===== src/rtl/bcd_pkg.sv =====
// -----------------------------------------------------------------------------
// bcd_pkg
// Shared types and constants for the serial binary-to-BCD converter.
//   state_t      : converter FSM states (IDLE -> SHIFT -> DONE -> IDLE)
//   BCD_DIGIT_W  : bits per BCD digit
//   ADD3_THRESH  : nibble value at which double-dabble adds 3 before shifting
//   BCD_NINE     : digit value used to fill the display when clamping
//   pow10()      : 10**n, evaluated at elaboration for the overflow limit
// -----------------------------------------------------------------------------
package bcd_pkg;

  typedef enum logic [1:0] {
    IDLE  = 2'd0,
    SHIFT = 2'd1,
    DONE  = 2'd2
  } state_t;

  localparam int         BCD_DIGIT_W = 4;
  localparam logic [3:0] ADD3_THRESH = 4'd5;
  localparam logic [3:0] BCD_NINE    = 4'h9;

  // 64-bit so the limit stays exact for any digit count a display could use.
  function automatic longint unsigned pow10(input int n);
    longint unsigned acc;
    acc = 64'd1;
    for (int i = 0; i < n; i++) begin
      acc = acc * 64'd10;
    end
    return acc;
  endfunction

endpackage


===== src/rtl/bcd_add3.sv =====
// -----------------------------------------------------------------------------
// bcd_add3
// Combinational double-dabble digit corrector: adds 3 to a nibble that is 5 or
// more so the following left shift carries correctly into the next digit.
// The add wraps within 4 bits; no carry leaves the nibble.
// Ports:
//   nibble    in  4  current BCD digit
//   corrected out 4  digit after the conditional +3
// -----------------------------------------------------------------------------
module bcd_add3
  import bcd_pkg::*;
(
  input  logic [3:0] nibble,
  output logic [3:0] corrected
);

  assign corrected = (nibble >= ADD3_THRESH) ? nibble + 4'd3 : nibble;

endmodule


===== src/rtl/bin_to_bcd_serial.sv =====
// -----------------------------------------------------------------------------
// bin_to_bcd_serial
// Sequential double-dabble converter feeding the 7-segment scan/decode stage.
// One conversion per accepted start; BIN_W shift cycles, then a one-clock done
// pulse on the same edge that updates bcd_out/ovf. Results hold until the next
// completion. Back-to-back period is BIN_W+2 clocks.
//
// Optional feature macro: BCD_CLAMP_EN
//   defined   : an overflowing value displays as all nines (9999 at default)
//   undefined : bcd_out shows value mod 10**DIGITS
//   ovf is reported in both builds.
//
// Ports:
//   clk      in   1         system clock
//   btnC     in   1         synchronous active-high reset
//   start    in   1         conversion request, honoured only in IDLE
//   bin_in   in   BIN_W     value to convert, captured on the accepting edge
//   busy     out  1         conversion in progress
//   done     out  1         one-clock completion pulse
//   bcd_out  out  4*DIGITS  packed BCD, ones digit in [3:0]
//   ovf      out  1         captured value was >= 10**DIGITS
// -----------------------------------------------------------------------------
module bin_to_bcd_serial
  import bcd_pkg::*;
#(
  parameter int BIN_W  = 14,
  parameter int DIGITS = 4
) (
  input  logic                          clk,
  input  logic                          btnC,
  input  logic                          start,
  input  logic [BIN_W-1:0]              bin_in,
  output logic                          busy,
  output logic                          done,
  output logic [BCD_DIGIT_W*DIGITS-1:0] bcd_out,
  output logic                          ovf
);

  localparam int              BCD_W     = BCD_DIGIT_W * DIGITS;
  localparam int              CNT_W     = $clog2(BIN_W + 1);
  localparam longint unsigned OVF_LIMIT = pow10(DIGITS);

  state_t           state;
  state_t           state_next;
  logic [BIN_W-1:0] sh_bin;
  logic [BCD_W-1:0] sh_bcd;
  logic [BCD_W-1:0] sh_bcd_adj;
  logic [CNT_W-1:0] cnt;
  logic             ovf_n;
  logic             accept;
  logic             ovf_in;
  logic [BCD_W-1:0] result;

  // Per-digit +3 correction ahead of each shift.
  for (genvar g = 0; g < DIGITS; g++) begin : g_add3
    bcd_add3 u_add3 (
      .nibble    (sh_bcd[g*BCD_DIGIT_W +: BCD_DIGIT_W]),
      .corrected (sh_bcd_adj[g*BCD_DIGIT_W +: BCD_DIGIT_W])
    );
  end

  assign accept = (state == IDLE) && start;
  assign ovf_in = 64'(bin_in) >= OVF_LIMIT;

`ifdef BCD_CLAMP_EN
  assign result = ovf_n ? {DIGITS{BCD_NINE}} : sh_bcd;
`else
  // The truncated register already holds value mod 10**DIGITS because carries
  // only move upward and the top carry is dropped.
  assign result = sh_bcd;
`endif

  // NOTE: clocked state uses non-blocking (<=) so every register samples the
  // pre-edge values and the ordering of statements cannot change behaviour.
  always_ff @(posedge clk) begin
    if (btnC) begin
      state <= IDLE;
    end else begin
      state <= state_next;
    end
  end

  // NOTE: state_next gets a default before the case so no path leaves it
  // unassigned; an unassigned path would infer a latch.
  always_comb begin
    state_next = state;
    case (state)
      IDLE:    if (start) state_next = SHIFT;
      // cnt == 1 here means this edge performs the final shift.
      SHIFT:   if (cnt == CNT_W'(1)) state_next = DONE;
      DONE:    state_next = IDLE;
      default: state_next = IDLE;
    endcase
  end

  always_ff @(posedge clk) begin
    if (btnC) begin
      sh_bin  <= '0;
      sh_bcd  <= '0;
      cnt     <= '0;
      ovf_n   <= 1'b0;
      busy    <= 1'b0;
      done    <= 1'b0;
      bcd_out <= '0;
      ovf     <= 1'b0;
    end else begin
      done <= 1'b0;
      case (state)
        IDLE: begin
          if (accept) begin
            sh_bin <= bin_in;
            sh_bcd <= '0;
            cnt    <= CNT_W'(BIN_W);
            ovf_n  <= ovf_in;
            busy   <= 1'b1;
          end
        end
        SHIFT: begin
          // The bit leaving the top digit falls off the left end of the shift.
          {sh_bcd, sh_bin} <= {sh_bcd_adj, sh_bin} << 1;
          cnt              <= cnt - 1'b1;
        end
        DONE: begin
          bcd_out <= result;
          ovf     <= ovf_n;
          done    <= 1'b1;
          busy    <= 1'b0;
        end
        default: ;
      endcase
    end
  end

endmodule

===== config.mk =====
export PLATFORM = sky130hd
export DESIGN_NAME = bin_to_bcd_serial
export DESIGN_NICKNAME = d
export VERILOG_FILES = /design/src/rtl/bcd_pkg.sv /design/src/rtl/bcd_add3.sv /design/src/rtl/bin_to_bcd_serial.sv
export SDC_FILE = /design/constraint.sdc
export NUM_CORES = 1
export LEC_CHECK = 0
export ABC_AREA = 1
export CAP_MARGIN = 30
export CORE_ASPECT_RATIO = 1.5
export CORE_MARGIN = 2
export CORE_UTILIZATION = 44
export DETAILED_ROUTE_END_ITERATION = 12
export PLACE_DENSITY = 0.66
export SYNTH_ARGS = -nofsm -noshare
export SYNTH_HDL_FRONTEND = slang
export SYNTH_HIERARCHICAL = 1
export SYNTH_SLANG_ARGS = --single-unit

===== constraint.sdc =====
create_clock -name clk -period 2 [get_ports clk]
set_clock_uncertainty 0.15 [all_clocks]
set_input_delay 0.4 -clock clk [delete_from_list [all_inputs] [get_ports clk]]
set_output_delay 0.4 -clock clk [all_outputs]
set_load 0.005 [all_outputs]

After elaboration in Yosys (flattened, before gate mapping). Index checks and enable logic that the tools add are counted.

Flip-flop bits (word level): 56. Input port bits: 17. Logic and storage cells: 49.

$add $sub $neg: 5. Magnitude comparators: 5. Equality and inequality tests: 6. Multiplexer cells: 16. Reductions and logical operators: 8.

Operators by type and width (count): 16-bit one-hot mux with 2 select lines (1); 14-bit one-hot mux with 2 select lines (1); 4-bit by 3-bit greater-or-equal comparator with 1-bit output, second input constant (4); 16-bit two-way mux (1); 4-bit two-way mux (4); 14-bit greater-or-equal comparator, second input constant (1); 14-bit two-way mux (1); 4-bit by 2-bit adder with 4-bit output, second input constant (3); 4-bit one-hot mux with 2 select lines (1); 2-bit AND reduction (4); 2-bit inequality test, second input constant (3); 4-bit by 1-bit == test with 1-bit output, second input constant (1); 2-bit two-way mux (2); 2-bit one-hot mux with 2 select lines (1); 2-bit nonzero test (2); 4-bit by 1-bit subtractor with 4-bit output, second input constant (1); 3-bit by 2-bit adder with 3-bit output, second input constant (1); 3-bit two-way mux (1); 2-bit by 1-bit == test with 1-bit output, second input constant (1); 2-bit == test, second input constant (1); 2-bit logical NOT (1); 1-bit two-way mux (2); 1-bit one-hot mux with 2 select lines (1); 1-bit logical AND (1).

Logic depth before layout (Yosys ltp). Gate-level depths: netlist of run 1.

Word-level depth: 4. Mapped depth: 9. Depth with buffers taken out: 9.

Cells and area by module. The synthesis of run 1 kept the hierarchy.

Modules (own cells, without submodules): bin_to_bcd_serial (times used 1, cells each 310, area an instance 2312.2 um^2); bcd_add3 (times used 4, cells each 23, area an instance 135.1 um^2).

Worst setup path after synthesis of run 1. OpenSTA, ideal clock, no wires.

Path type: register -> register. Start: register sh_bcd[4], in the netlist result[4]. End: register sh_bcd[6], in the netlist result[6]. Setup time: 0.140 ns. Arrival: 1.126 ns. Required time: 1.710 ns. Setup slack: 0.583 ns. Cell stages (with the launch flop): 9. Cells stage by stage: dfxtp_1 inv_1 ha_1 nor2_4 nor2_4 nand2_1 o21ai_2 nand2_1 a21oi_2.

Word-level cells in the longest chain between the ends: 3. Elaborated cells between the ends (all ways): 4.

Ends and longest elaborated chain: start: declaration (line bin_to_bcd_serial.sv:46) `logic [BCD_W-1:0] sh_bcd;`; start signal: assignment (line bin_to_bcd_serial.sv:120) `{sh_bcd, sh_bin} <= {sh_bcd_adj, sh_bin} << 1;`; 4-bit by 2-bit adder with 4-bit output / 4-bit by 3-bit greater-or-equal comparator with 1-bit output (equally long branches) (line bcd_add3.sv:17) `assign corrected = (nibble >= ADD3_THRESH) ? nibble + 4'd3 : nibble;`; 4-bit two-way mux (*) (line bcd_add3.sv:17); net sh_bcd_adj[5] (line bin_to_bcd_serial.sv:47) `logic [BCD_W-1:0] sh_bcd_adj;`; 16-bit one-hot mux with 2 select lines (*) (line bin_to_bcd_serial.sv:108) `case (state)`.

The timed path passes the listed nets; every way through them passes the cells marked *. A chain may end at the register's enable or synchronous reset.

Worst setup path after layout of run 1.
Start: register bcd_out[1]. End: output bcd_out[1].

RTL lines: start: declaration (line bin_to_bcd_serial.sv:35) `output logic [BCD_DIGIT_W*DIGITS-1:0] bcd_out,`; start signal: assignment (line bin_to_bcd_serial.sv:124) `bcd_out <= result;`.

No word-level cell between the ends.

==> results of run 1 <==
[stage by stage]
step / cell area [sq um] / hold slack, ns / setup slack [ns] / power, W / utilization, %
3_5_place_dp: 3211 / 0.2953 / 0.2014 / 0.001509 / 52.00
6_report: 3301 / 0.3179 / 0.2879 / 0.002112 / 53.45
2_1_floorplan: 2826 / 0.2636 / 0.5831 / 0.001431 / -
5_1_grt: 3301 / 0.3435 / 0.2224 / 0.002226 / 53.45
3_3_place_gp: 3211 / 0.3007 / 0.2303 / 0.001506 / 52.00
4_1_cts: 3301 / 0.3184 / 0.2688 / 0.002133 / 53.45
[layout make-up]
cell class / count / area share (%)
timing repair buffer: 41 / 11.98
multi-input combinational: 293 / 44.81
clock buffer: 8 / 2.729
tap: 74 / 2.805
inverter: 32 / 3.715
sequential: 56 / 33.97
[flip-flops by register name (all words and copies together) (netlist names)]
| signal | count |
|---|---|
| result | 16 |
| done | 1 |
| sh_bin | 14 |
| busy | 1 |
| state | 2 |
| cnt | 4 |
| bcd_out | 16 |
| ovf | 1 |
| ovf_n | 1 |
[where the power goes]
group | internal, W | switching (W)
registers | 0.00116 | 0.0000278
logic | 0.000108 | 0.000180
clock network | 0.000284 | 0.000348
[layer usage]
| metal | up-vias | wire length, um |
|---|---|---|
| met5 | - | 0 |
| met4 | 0 | 71 |
| met3 | 7 | 147 |
| met2 | 44 | 2870 |
| met1 | 1105 | 2620 |
| li1 | 1302 | - |
[final timing paths]
kind / startpoint / to / slack, ns
worst min register to register: sh_bin[0]$_SDFFE_PP0P_ / sh_bin[0]$_SDFFE_PP0P_ / 0.32
worst min-delay path: sh_bin[0]$_SDFFE_PP0P_ / sh_bin[0]$_SDFFE_PP0P_ / 0.32
worst max-delay path: bcd_out[1]$_SDFFE_PP0P_ / bcd_out[1] / 0.29
worst max register to register: state[1]$_SDFFE_PP0P_ / result[12]$_SDFFE_PP0P_ / 0.44
[cells in the final DEF, fill, tap and decap left out]
cell	instances
nand2_1	126
ha_1	10
nor2_2	1
inv_1	24
clkbuf_1	2
o21ai_2	4
a21oi_1	11
nand3b_1	1
inv_4	1
nand4_1	1
clkdlybuf4s50_1	35
o21ai_0	28
clkbuf_8	6
nor4_1	1
nor2_4	9
nand2_4	2
a21oi_2	13
nor2_1	49
dfxtp_1	56
nand3_1	23
buf_4	6
inv_2	7
nand2_2	14
==> metrics.md, run 1 <==
| Metric | Value |
|---|---|
| Status | complete, no violations |
| Clock Root Buffer | clkbuf_8 |
| Worst Hold Depth | 2 |
| Skew-Pair Late Insertion Delay | 0.30 ns |
| Mapped Area | 0.002826 sq mm |
| Worst-path maximum fanout | 2 |
| IO Count | 36 |
| Share of layout cells above drive strength 1 | 14.65% |
| Post-CTS Setup Bufs | 0 |
| Worst path slowest cell | clkdlybuf4s50_1 |
| Fmax | 584.1 MHz |
| Grt peak-use layer | met2 |
| Number of diodes | 0 |
| DR iter-0 viols | 117 |
| Initial core utilization | between 40% and 50% |
| Max_cap viols | 0 |
| Post-route insts no fill | 504 |
| CP startpoint kind | flop |
| Via density | ~4.9 |
| Pleak | 1.376 nW |
| Crit path cell chain | clkdlybuf4s50_1 |
| Clk sink count | 56 |
| Setup CP Type | reg -> out |
| CTS tree | built |
| Sequential cell area | 0.001121 sq mm |
| CP peak stage delay | 0.51 ns |
| WP data arrival | between 1 and 1.5 ns |
| CP top delay family | buffers and inverters |
| Synth warnings | 6 |
| Core area | a little over 0.006 sq mm |
| Cts repair resizes | 0 |
| Fill cells | 608 |
| RSZ-0062 raised after global routing | false |
| Crit path time final | 1.712 ns |
| CTS Hold Bufs | 0 |
| Avg WL per Cell | 11.33 um |
| Initial antenna violation count | 0 |
| CP required | 1.45 ns |
| Final period util | 85.61% |
| Die ar. | 0.007094 sq mm |
| DR vias | 2458 |
| Worst vdd ir | a little under 0.5 mV |
| Drt drc | 0 |
| IO Port Bufs | 35 |
| Bufs and invs on worst path | 1 |
| Vias in the first global route | 2355 |
| ANT nets after route | 0 |
| Detailed Route WL | 5709 um |
| Pre-Repair DR Iteration Count | 4 |
| Setup TNS | 0 ns |
| CTS buffer count | 5 |
| Net count after synthesis | 424 |
| Die Ht | 102.2 um |
| GRT met1 Usage | a little under a fifth |
| CTS H-tree lvls | 2 |
| Worst hold path class | reg -> reg |
| GRT Resource Usage Total | 17.12% |
| First-pass GRT wire length | between 9000 and 10000 um |
| Slew @ Worst Pin | 0.5970 ns |
| Mean Syn Cell Area | between 7 and 8 sq um |
| Final setup vio count | 0 |
| Row cnt | 35 |
| Placed Instances | 496 |
| Number of cells on the worst reg-to-reg path | 6 |
| Post-detail-place hpwl | between 3000 and 4000 um |
| Post-layout nets | 456 |
| Layout area overhead | 16.78% |
| WP depth | 1 |
| Reg clk slew, reported paths | approximately 0.090 ns |
| GRT met2 Usage | 33.43% |
| Critical path capture point type | output pin |
| GRT overflow | 0 |
| CTS max path bufs | 2 |
| Slew margin rel. | 60.10% |
| GPL Wtd Cong | 0.7593 |
| GR met3 Demand/Resource | 2.465% |
| Die Span X | between 60 and 70 um |
| PD cells | between 600 and 700 mW/mm^2 |
| Footprint of the multi-input gates | 0.001479 sq mm |
| Largest net degree at the start of global routing | 32 |
| Slew Viols, Final | 0 |
| Post-Syn Instances | 397 |
| Fin. Hold Viols | 0 |
(Power assumes the default switching activity.)
==> run 2: changes to the inputs <==
--- a/config.mk
+++ b/config.mk
@@ -10,6 +10,7 @@
 export CORE_ASPECT_RATIO = 1.5
 export CORE_MARGIN = 2
 export CORE_UTILIZATION = 44
+export CTS_CLUSTER_DIAMETER = 40
 export DETAILED_ROUTE_END_ITERATION = 12
 export PLACE_DENSITY = 0.66
 export SYNTH_ARGS = -nofsm -noshare
==> results of run 2 <==
Same layout as run 1: the final DEF is identical, and so are final timing and power.
==> run 3: changes to the inputs <==
--- a/config.mk
+++ b/config.mk
@@ -12,8 +12,10 @@
 export CORE_UTILIZATION = 44
 export CTS_CLUSTER_DIAMETER = 40
 export DETAILED_ROUTE_END_ITERATION = 12
+export GPL_ROUTABILITY_DRIVEN = 0
 export PLACE_DENSITY = 0.66
 export SYNTH_ARGS = -nofsm -noshare
 export SYNTH_HDL_FRONTEND = slang
 export SYNTH_HIERARCHICAL = 1
 export SYNTH_SLANG_ARGS = --single-unit
+export TNS_END_PERCENT = 100
==> results of run 3 <==
Same layout as run 1: the final DEF is identical, and so are final timing and power.
